[config.mk]
export PLATFORM = sky130hd
export DESIGN_NAME = shared_adder_arbiter
export DESIGN_NICKNAME = d
export VERILOG_FILES = /design/src/rtl/shared_adder_arbiter.sv
export SDC_FILE = /design/constraint.sdc
export NUM_CORES = 1
export LEC_CHECK = 0
export BUFFER_PORTS_ARGS = -buffer_cell sky130_fd_sc_hd__buf_2
export CORE_UTILIZATION = 50
export CTS_BUF_LIST = sky130_fd_sc_hd__clkbuf_8
export DETAILED_ROUTE_END_ITERATION = 10
export PLACE_DENSITY = 0.84
export RECOVER_POWER = 25
export SYNTH_ARGS = -nofsm -noshare
export SYNTH_HDL_FRONTEND = slang
export SYNTH_SLANG_ARGS = --single-unit
[constraint.sdc]
create_clock -name clk -period 5 [get_ports clk]
set_clock_uncertainty 0.2 [all_clocks]
set_input_delay 0.5 -clock clk [delete_from_list [all_inputs] [get_ports clk]]
set_output_delay 0.5 -clock clk [all_outputs]
set_load 0.01 [all_outputs]
[src/rtl/shared_adder_arbiter.sv]
// Round-robin arbiter sharing one W-bit adder between N_REQ requesters, with a
// single tagged result register. Define SHARED_ADD_SAT_EN to saturate the sum on carry-out.
module shared_adder_arbiter #(
  parameter int unsigned N_REQ = 4,
  parameter int unsigned W     = 8,
  parameter int unsigned ID_W  = $clog2(N_REQ)
) (
  input  logic                 clk,
  input  logic                 reset_n,
  input  logic [N_REQ-1:0]     req_valid,
  output logic [N_REQ-1:0]     req_ready,
  input  logic [N_REQ*W-1:0]   req_a,
  input  logic [N_REQ*W-1:0]   req_b,
  output logic                 rsp_valid,
  input  logic                 rsp_ready,
  output logic [W-1:0]         rsp_sum,
  output logic                 rsp_carry,
  output logic [ID_W-1:0]      rsp_id
);

  typedef enum logic {EMPTY = 1'b0, FULL = 1'b1} state_t;

  state_t          state;
  logic [ID_W-1:0] last;
  logic [ID_W-1:0] winner;
  logic            found;
  logic [31:0]     idx;
  logic            can_take;
  logic            transfer;
  logic [W-1:0]    a_arr [N_REQ];
  logic [W-1:0]    b_arr [N_REQ];
  logic [W-1:0]    a_sel;
  logic [W-1:0]    b_sel;
  logic [W:0]      sum_full;
  logic [W-1:0]    sum_out;

  for (genvar k = 0; k < N_REQ; k++) begin : g_unpack
    assign a_arr[k] = req_a[k*W +: W];
    assign b_arr[k] = req_b[k*W +: W];
  end

  // Round-robin search starting just after the last granted requester.
  always_comb begin
    winner = '0;
    found  = 1'b0;
    idx    = '0;
    for (int unsigned i = 1; i <= N_REQ; i++) begin
      idx = (32'(last) + 32'(i)) % N_REQ;
      if (!found && req_valid[ID_W'(idx)]) begin
        found  = 1'b1;
        winner = ID_W'(idx);
      end
    end
  end

  assign can_take = (state == EMPTY) | rsp_ready;

  always_comb begin
    req_ready = '0;
    if (can_take && found) req_ready[winner] = 1'b1;
  end

  assign transfer = |req_ready;
  assign a_sel    = a_arr[winner];
  assign b_sel    = b_arr[winner];
  assign sum_full = {1'b0, a_sel} + {1'b0, b_sel};

`ifdef SHARED_ADD_SAT_EN
  assign sum_out = sum_full[W] ? {W{1'b1}} : sum_full[W-1:0];
`else
  assign sum_out = sum_full[W-1:0];
`endif

  // Result register and EMPTY/FULL sequencing; a transfer always wins over a drain.
  always_ff @(posedge clk or negedge reset_n) begin
    if (!reset_n) begin
      state     <= EMPTY;
      rsp_valid <= 1'b0;
      rsp_sum   <= '0;
      rsp_carry <= 1'b0;
      rsp_id    <= '0;
      last      <= ID_W'(N_REQ - 1);
    end else begin
      case (state)
        EMPTY: begin
          if (transfer) begin
            state     <= FULL;
            rsp_valid <= 1'b1;
            rsp_sum   <= sum_out;
            rsp_carry <= sum_full[W];
            rsp_id    <= winner;
            last      <= winner;
          end
        end
        FULL: begin
          if (transfer) begin
            rsp_sum   <= sum_out;
            rsp_carry <= sum_full[W];
            rsp_id    <= winner;
            last      <= winner;
          end else if (rsp_ready) begin
            state     <= EMPTY;
            rsp_valid <= 1'b0;
          end
        end
        default: begin
          state     <= EMPTY;
          rsp_valid <= 1'b0;
        end
      endcase
    end
  end

endmodule

---- Yosys cells after proc, flatten, opt, wreduce, memory -nomap -nowiden ----
Index checks and enable logic that the tools add are counted.
operators by class
  add/sub/neg operators ................... 5
  order comparisons ....................... 7
  equal/unequal tests ..................... 3
  mux-type cells .......................... 36
  bitwise operators ....................... 3
  reductions and logical operators ........ 10
operators by type and width
  kind                                                               number
  two-way mux 8 bit                                                  5
  binary-select mux 8 bit (select 2 bit)                             2
  two-way mux 1 bit                                                  16
  < comparator 2 x 3 -> 1 bit, second input constant                 5
  two-way mux 2 bit                                                  5
  adder 8 x 8 -> 9 bit                                               1
  binary-select mux 1 bit (select 2 bit)                             4
  inequality test 2 bit, second input constant                       3
  logical AND 1 bit                                                  5
  adder 2 x 1 -> 2 bit, second input constant                        2
  adder 2 bit, second input constant                                 2
  two-way mux 4 bit                                                  1
  one-hot mux 1 bit (2 select lines)                                 2
  OR reduction 4 bit                                                 1
  greater-or-equal comparator 3 bit, second input constant           1
  logical NOT 1 bit                                                  3
  inverter 2 -> 3 bit                                                1
  AND reduction 3 bit                                                1
  demux 1 bit (select 2 bit)                                         1
  greater-or-equal comparator 2 x 1 -> 1 bit, second input constant  1
  inverter 1 bit                                                     1
  OR 1 bit                                                           1
storage, ports and cells
  register bits after elaboration ......... 15
  bits of input ports ..................... 71
  output and inout bits ................... 16

---- Logic depth before layout (Yosys ltp) ----
  word-level depth ........................ 21
  depth in mapped cells ................... 13
  gate-level depth less buffers ........... 10

---- Worst setup path before layout ----
Ideal clock, no wire load.
  path kind ............................... input-to-reg
  start point ............................. input req_valid[1]
  end point ............................... register rsp_carry
  setup time .............................. 129 ps
  data arrival time ....................... 3,119 ps
  required time ........................... 4,671 ps
  setup slack ............................. 1,552 ps
  cell stages on the path ................. 12
  buffers on the path ..................... 3
  path through ............................ or4_4 > buf_6 > o31ai_2 > buf_6 > buf_12 > mux2i_1 > ha_1 > fa_1 > a21oi_1 > o21ai_0 > o31a_1 > o41a_1
on the way
  longest elaborated chain between the ends .. 18
  elaborated cells between the ends (all ways) .. 39
  classes of those cells .................. add/sub: 1; order compare: 2; mux: 26; bitwise: 1; reduce/logical: 9
RTL lines
  element                                                                        RTL line    text
  start: declaration                                                             10          input logic [N_REQ-1:0] req_valid,
  binary-select mux 1 bit (select 2 bit)                                         49          if (!found && req_valid[ID_W'(idx)]) begin
  two-way mux 1 bit (implied by the code)                                        49
  two-way mux 1 bit                                                              49
  logical NOT 1 bit                                                              49
  logical AND 1 bit                                                              49
  two-way mux 1 bit                                                              49
  logical NOT 1 bit                                                              49
  logical AND 1 bit                                                              49
  two-way mux 1 bit                                                              49
  logical NOT 1 bit                                                              49
  logical AND 1 bit                                                              49
  two-way mux 2 bit                                                              49
  inverter 2 -> 3 bit (implied by the code) (tied with other cells)              64, 65
  binary-select mux 8 bit (select 2 bit) (tied with other cells)                 64          assign a_sel = a_arr[winner];
  two-way mux 8 bit (implied by the code) (tied with other cells) (2 in series)  64
  adder 8 x 8 -> 9 bit or two-way mux 4 bit (tied branches)                      66, 60
  two-way mux 1 bit or OR reduction 4 bit (tied branches)                        86, 96, 63
  end signal: assignment                                                         90          rsp_carry <= sum_full[W];
  end signal: assignment                                                         98          rsp_carry <= sum_full[W];
  end: declaration                                                               17          output logic rsp_carry,
Several ways; a longest one is shown, not always the timed one. The select of a mux whose other input is x is not followed.
A chain may end at the register's enable or synchronous reset.

---- Worst setup path in the final report ----
  start point ............................. register last[1]
  end point ............................... register rsp_carry
on the way
  longest elaborated chain between the ends .. 19
  elaborated cells between the ends (all ways) .. 43
  classes of those cells .................. add/sub: 5; order compare: 2; mux: 26; bitwise: 1; reduce/logical: 9
RTL lines
  element                                                                        RTL line    text
  start: declaration                                                             24          logic [ID_W-1:0] last;
  start signal: assignment                                                       82          last <= ID_W'(N_REQ - 1);
  start signal: assignment                                                       92          last <= winner;
  start signal: assignment                                                       100         last <= winner;
  adder 2 x 1 -> 2 bit                                                           48          idx = (32'(last) + 32'(i)) % N_REQ;
  binary-select mux 1 bit (select 2 bit)                                         49
  two-way mux 1 bit (implied by the code)                                        49
  two-way mux 1 bit                                                              49
  logical NOT 1 bit                                                              49
  logical AND 1 bit                                                              49
  two-way mux 1 bit                                                              49
  logical NOT 1 bit                                                              49
  [2 not listed]                                                                 -
  logical NOT 1 bit                                                              49
  logical AND 1 bit                                                              49
  two-way mux 2 bit                                                              49
  inverter 2 -> 3 bit (implied by the code) (tied with other cells)              64, 65
  binary-select mux 8 bit (select 2 bit) (tied with other cells)                 64
  two-way mux 8 bit (implied by the code) (tied with other cells) (2 in series)  64
  adder 8 x 8 -> 9 bit or two-way mux 4 bit (tied branches)                      66, 60
  two-way mux 1 bit or OR reduction 4 bit (tied branches)                        86, 96, 63
Several ways; a longest one is shown, not always the timed one. The select of a mux whose other input is x is not followed.

==> impl_metrics.yaml <==
clock_tree:
  cts_tree: "done"
  h-tree-depth: 1
  clk_latency_ns: 0.25
  cts-root-buf: "clkbuf_8"
  cts-resized-gates: 0
  cts.clk_slew.worst_paths_ns: 0.06
  post_cts_buffers: 0
  cts_inserted_buffers: 3
  clockBufferDepth: 2
  cts-hold-fix-buffers: 1
  clock-sinks: 15
synthesis:
  synth_edf_count: 0
  syn_avg_cell_area_um2: 9.29
  syn_nets: 251
  synthDistinctLibCells: 42
  syn_inst: 171
  yosysTopAreaCell: "mux2i_1"
  ys_seq_elements: 15
  ys_seq_area_share_pct: 23.8
  syn-cell-area_mm2: 0.00159
  yosysTopAreaCellShare_pct: 31.5
  synth_ff_type: "dfrtp_1"
  synthTopCellsByCount: "mux2i_1 (50), nand2_1 (21), dfrtp_1 (13)"
  synthMostInstantiatedCell: "mux2i_1"
  yosysWarnings: 0
  async_flop_share_pct: 100
  synth_area_leaders: "mux2i_1 (32%), dfrtp_1 (20%), ha_1 (6.3%), nand2_1 (5.0%), dfstp_2 (3.3%)"
routing:
  routed-wl-met2_um: 2040
  vias: 1623
  dr.pass1.iters: 4
  ant_nets: 0
  wl_um: 3960
  wl_met3_um: 226
  wl_per_cell_um: 13.2
  top_layer_used: "met4"
  vias_per_cell: 5.43
  drcViolationCount: 0
  drt_iter0_drc: 43
  met1_length_um: 1650
critical_path:
  r2r-end: "rsp_carry"
  r2r_slack_ns: 1.30
  startpoint: "last[1]"
  crit_fanout: 19
  timing.rr.start: "last[1]"
  critPathRequiredTime_ns: 4.93
  critPathKind: "register to register"
  critPathLaunchType: "register"
  critPathArrivalTime_ns: 3.63
  r2r_cells: 11
  end_kind: "register"
floorplan:
  dieArea_mm2: 0.00340
  ios: 87
  rows: 20
  die-height_um: 58.4
  coreArea_mm2: 0.00303
  dieWidth_um: 58.4
  initial_utilization_pct: 52.4
timing:
  worst_slew_pin_slew_ns: 0.794
  period_share_pct: 74.0
  rsz0062_at_grt: "no"
  fin_tns_setup_ns: 0
  clock.fmax_mhz: 270
  report.final.slew_viol_count: 0
  hold_viol_final: 0
  timing.final.crit_period_ns: 3.70
  slew_headroom_pct: 47.1
  setup_violations: 0
placement:
  globalplace.congestion: 0.947
  dp_hpwl_um: 3180
  portBuffers: 86
  place_area_mm2: 0.00203
global_routing:
  grt_usage_pct: 23.2
  antenna_found_initial: 0
  grt_pass1_vias: 1466
  overflow: 0
  grt_max_degree: 20
  grt_pass1_wl_um: 6070
finish:
  n_antenna_cell: 0
  drive_gt1_share_pct: 39.6
  nets: 336
  final_core_util_pct: 69.0
  syn2layout_area_growth_pct: 31.6
  nFillCells: 260
  fin_area_mm2: 0.00209
worst_hold_path:
  worstHoldStart: "rsp_sum[0]"
  worstHoldPathType: "register to register"
  hold_path_depth: 2
  hold_end: "rsp_sum[0]"
power:
  power.leakage_nw: 1.13
  max-vdd-ir-drop_mv: 0.286
  powerDensity_mw_per_mm2: 398
  p_total_w: 0.000831
run:
  drv_cap: 0
outcome:
  status: "finished clean"
[power breakdown]
part           internal, W   total, W  switching (W)
clock network    0.0000552  0.0000972      0.0000420
registers         0.000171   0.000200      0.0000289
logic             0.000254   0.000534       0.000279
total             0.000480   0.000831       0.000350
[stage by stage]
step | hold slack (ns) | worst slack [ns] | instances
2_1_floorplan | 0.00441 | 1.55 | 171
6_report | 0.277 | 1.30 | 299
3_3_place_gp | 0.216 | 1.27 | 294
4_1_cts | 0.276 | 1.29 | 299
3_5_place_dp | 0.218 | 1.24 | 294
5_1_grt | 0.287 | 1.05 | 299
[cells by family (layout without fill, tap and decap cells)]
group	after synthesis	count (layout)	share of synthesized area, %
AO/OA/AOI/OAI	32	32	13.7
AND/OR/NAND/NOR	52	52	16.7
multiplexers	50	50	31.5
buffers and inverters	11	95	5.59
adder cells (fa/ha/maj)	9	9	7.57
XOR/XNOR	2	2	1.10
flip-flops	15	15	23.8
[final cells by class]
| cell class | instances | area (um^2) | share of cell area (%) |
|---|---|---|---|
| inverter | 1 | 3.75 | 0.180 |
| timing repair buffer | 90 | 462 | 22.1 |
| sequential | 15 | 378 | 18.1 |
| clock buffer | 3 | 41.3 | 1.98 |
| multi-input combinational | 145 | 1140 | 54.8 |
| clock inverter | 1 | 5.00 | 0.240 |
| tap | 44 | 55.1 | 2.63 |
[registers in the layout (all words and copies together) (netlist names)]
| signal | count |
|---|---|
| rsp_sum | 8 |
| last | 2 |
| rsp_id | 2 |
| rsp_carry | 1 |
| rsp_valid | 1 |
| state | 1 |
[metal layers]
metal | vias up | track usage (%)
met4 | 0 | 5.44
met5 | - | 0
met1 | 755 | 27.2
li1 | 807 | -
met3 | 4 | 4.84
met2 | 57 | 43.2
[how the worst max path moves through the flow]
stage | to | slack [ns] | cells past startpoint
finish | rsp_carry | 1.30 | 11
global route | rsp_carry | 1.05 | 11
CTS | rsp_carry | 1.29 | 11
detailed placement | rsp_carry | 1.24 | 12
global placement | rsp_carry | 1.27 | 12
floorplan | rsp_carry | 1.55 | 12
[layout by cell type (no fill, tap or decap), types with 2 or more instances in the layout]
master | Yosys | layout
buf_2 | 1 | 85
mux2i_1 | 50 | 50
nand2_1 | 21 | 21
dfrtp_1 | 13 | 13
nor2_1 | 11 | 11
a21oi_1 | 10 | 10
ha_1 | 8 | 8
o21ai_0 | 4 | 4
o31ai_1 | 4 | 4
nand2b_1 | 3 | 3
nor2b_1 | 3 | 3
nor3_1 | 3 | 3
clkbuf_8 | 0 | 3
buf_4 | 4 | 3
a211oi_1 | 2 | 2
o21a_1 | 2 | 2
or4_1 | 2 | 2
dfstp_2 | 2 | 2
[worst max-delay path: stages (launching register included)]
cell and delay (ns):
dfstp_2 0.59, nand3b_1 0.13, a31oi_4 0.34, buf_4 0.37, mux2i_1 0.22, mux2i_1 0.09
ha_1 0.26, fa_1 0.41, a21oi_1 0.23, o21ai_0 0.15, o31a_1 0.27, o41a_1 0.31
No activity file was read; power rests on OpenSTA's default activity.
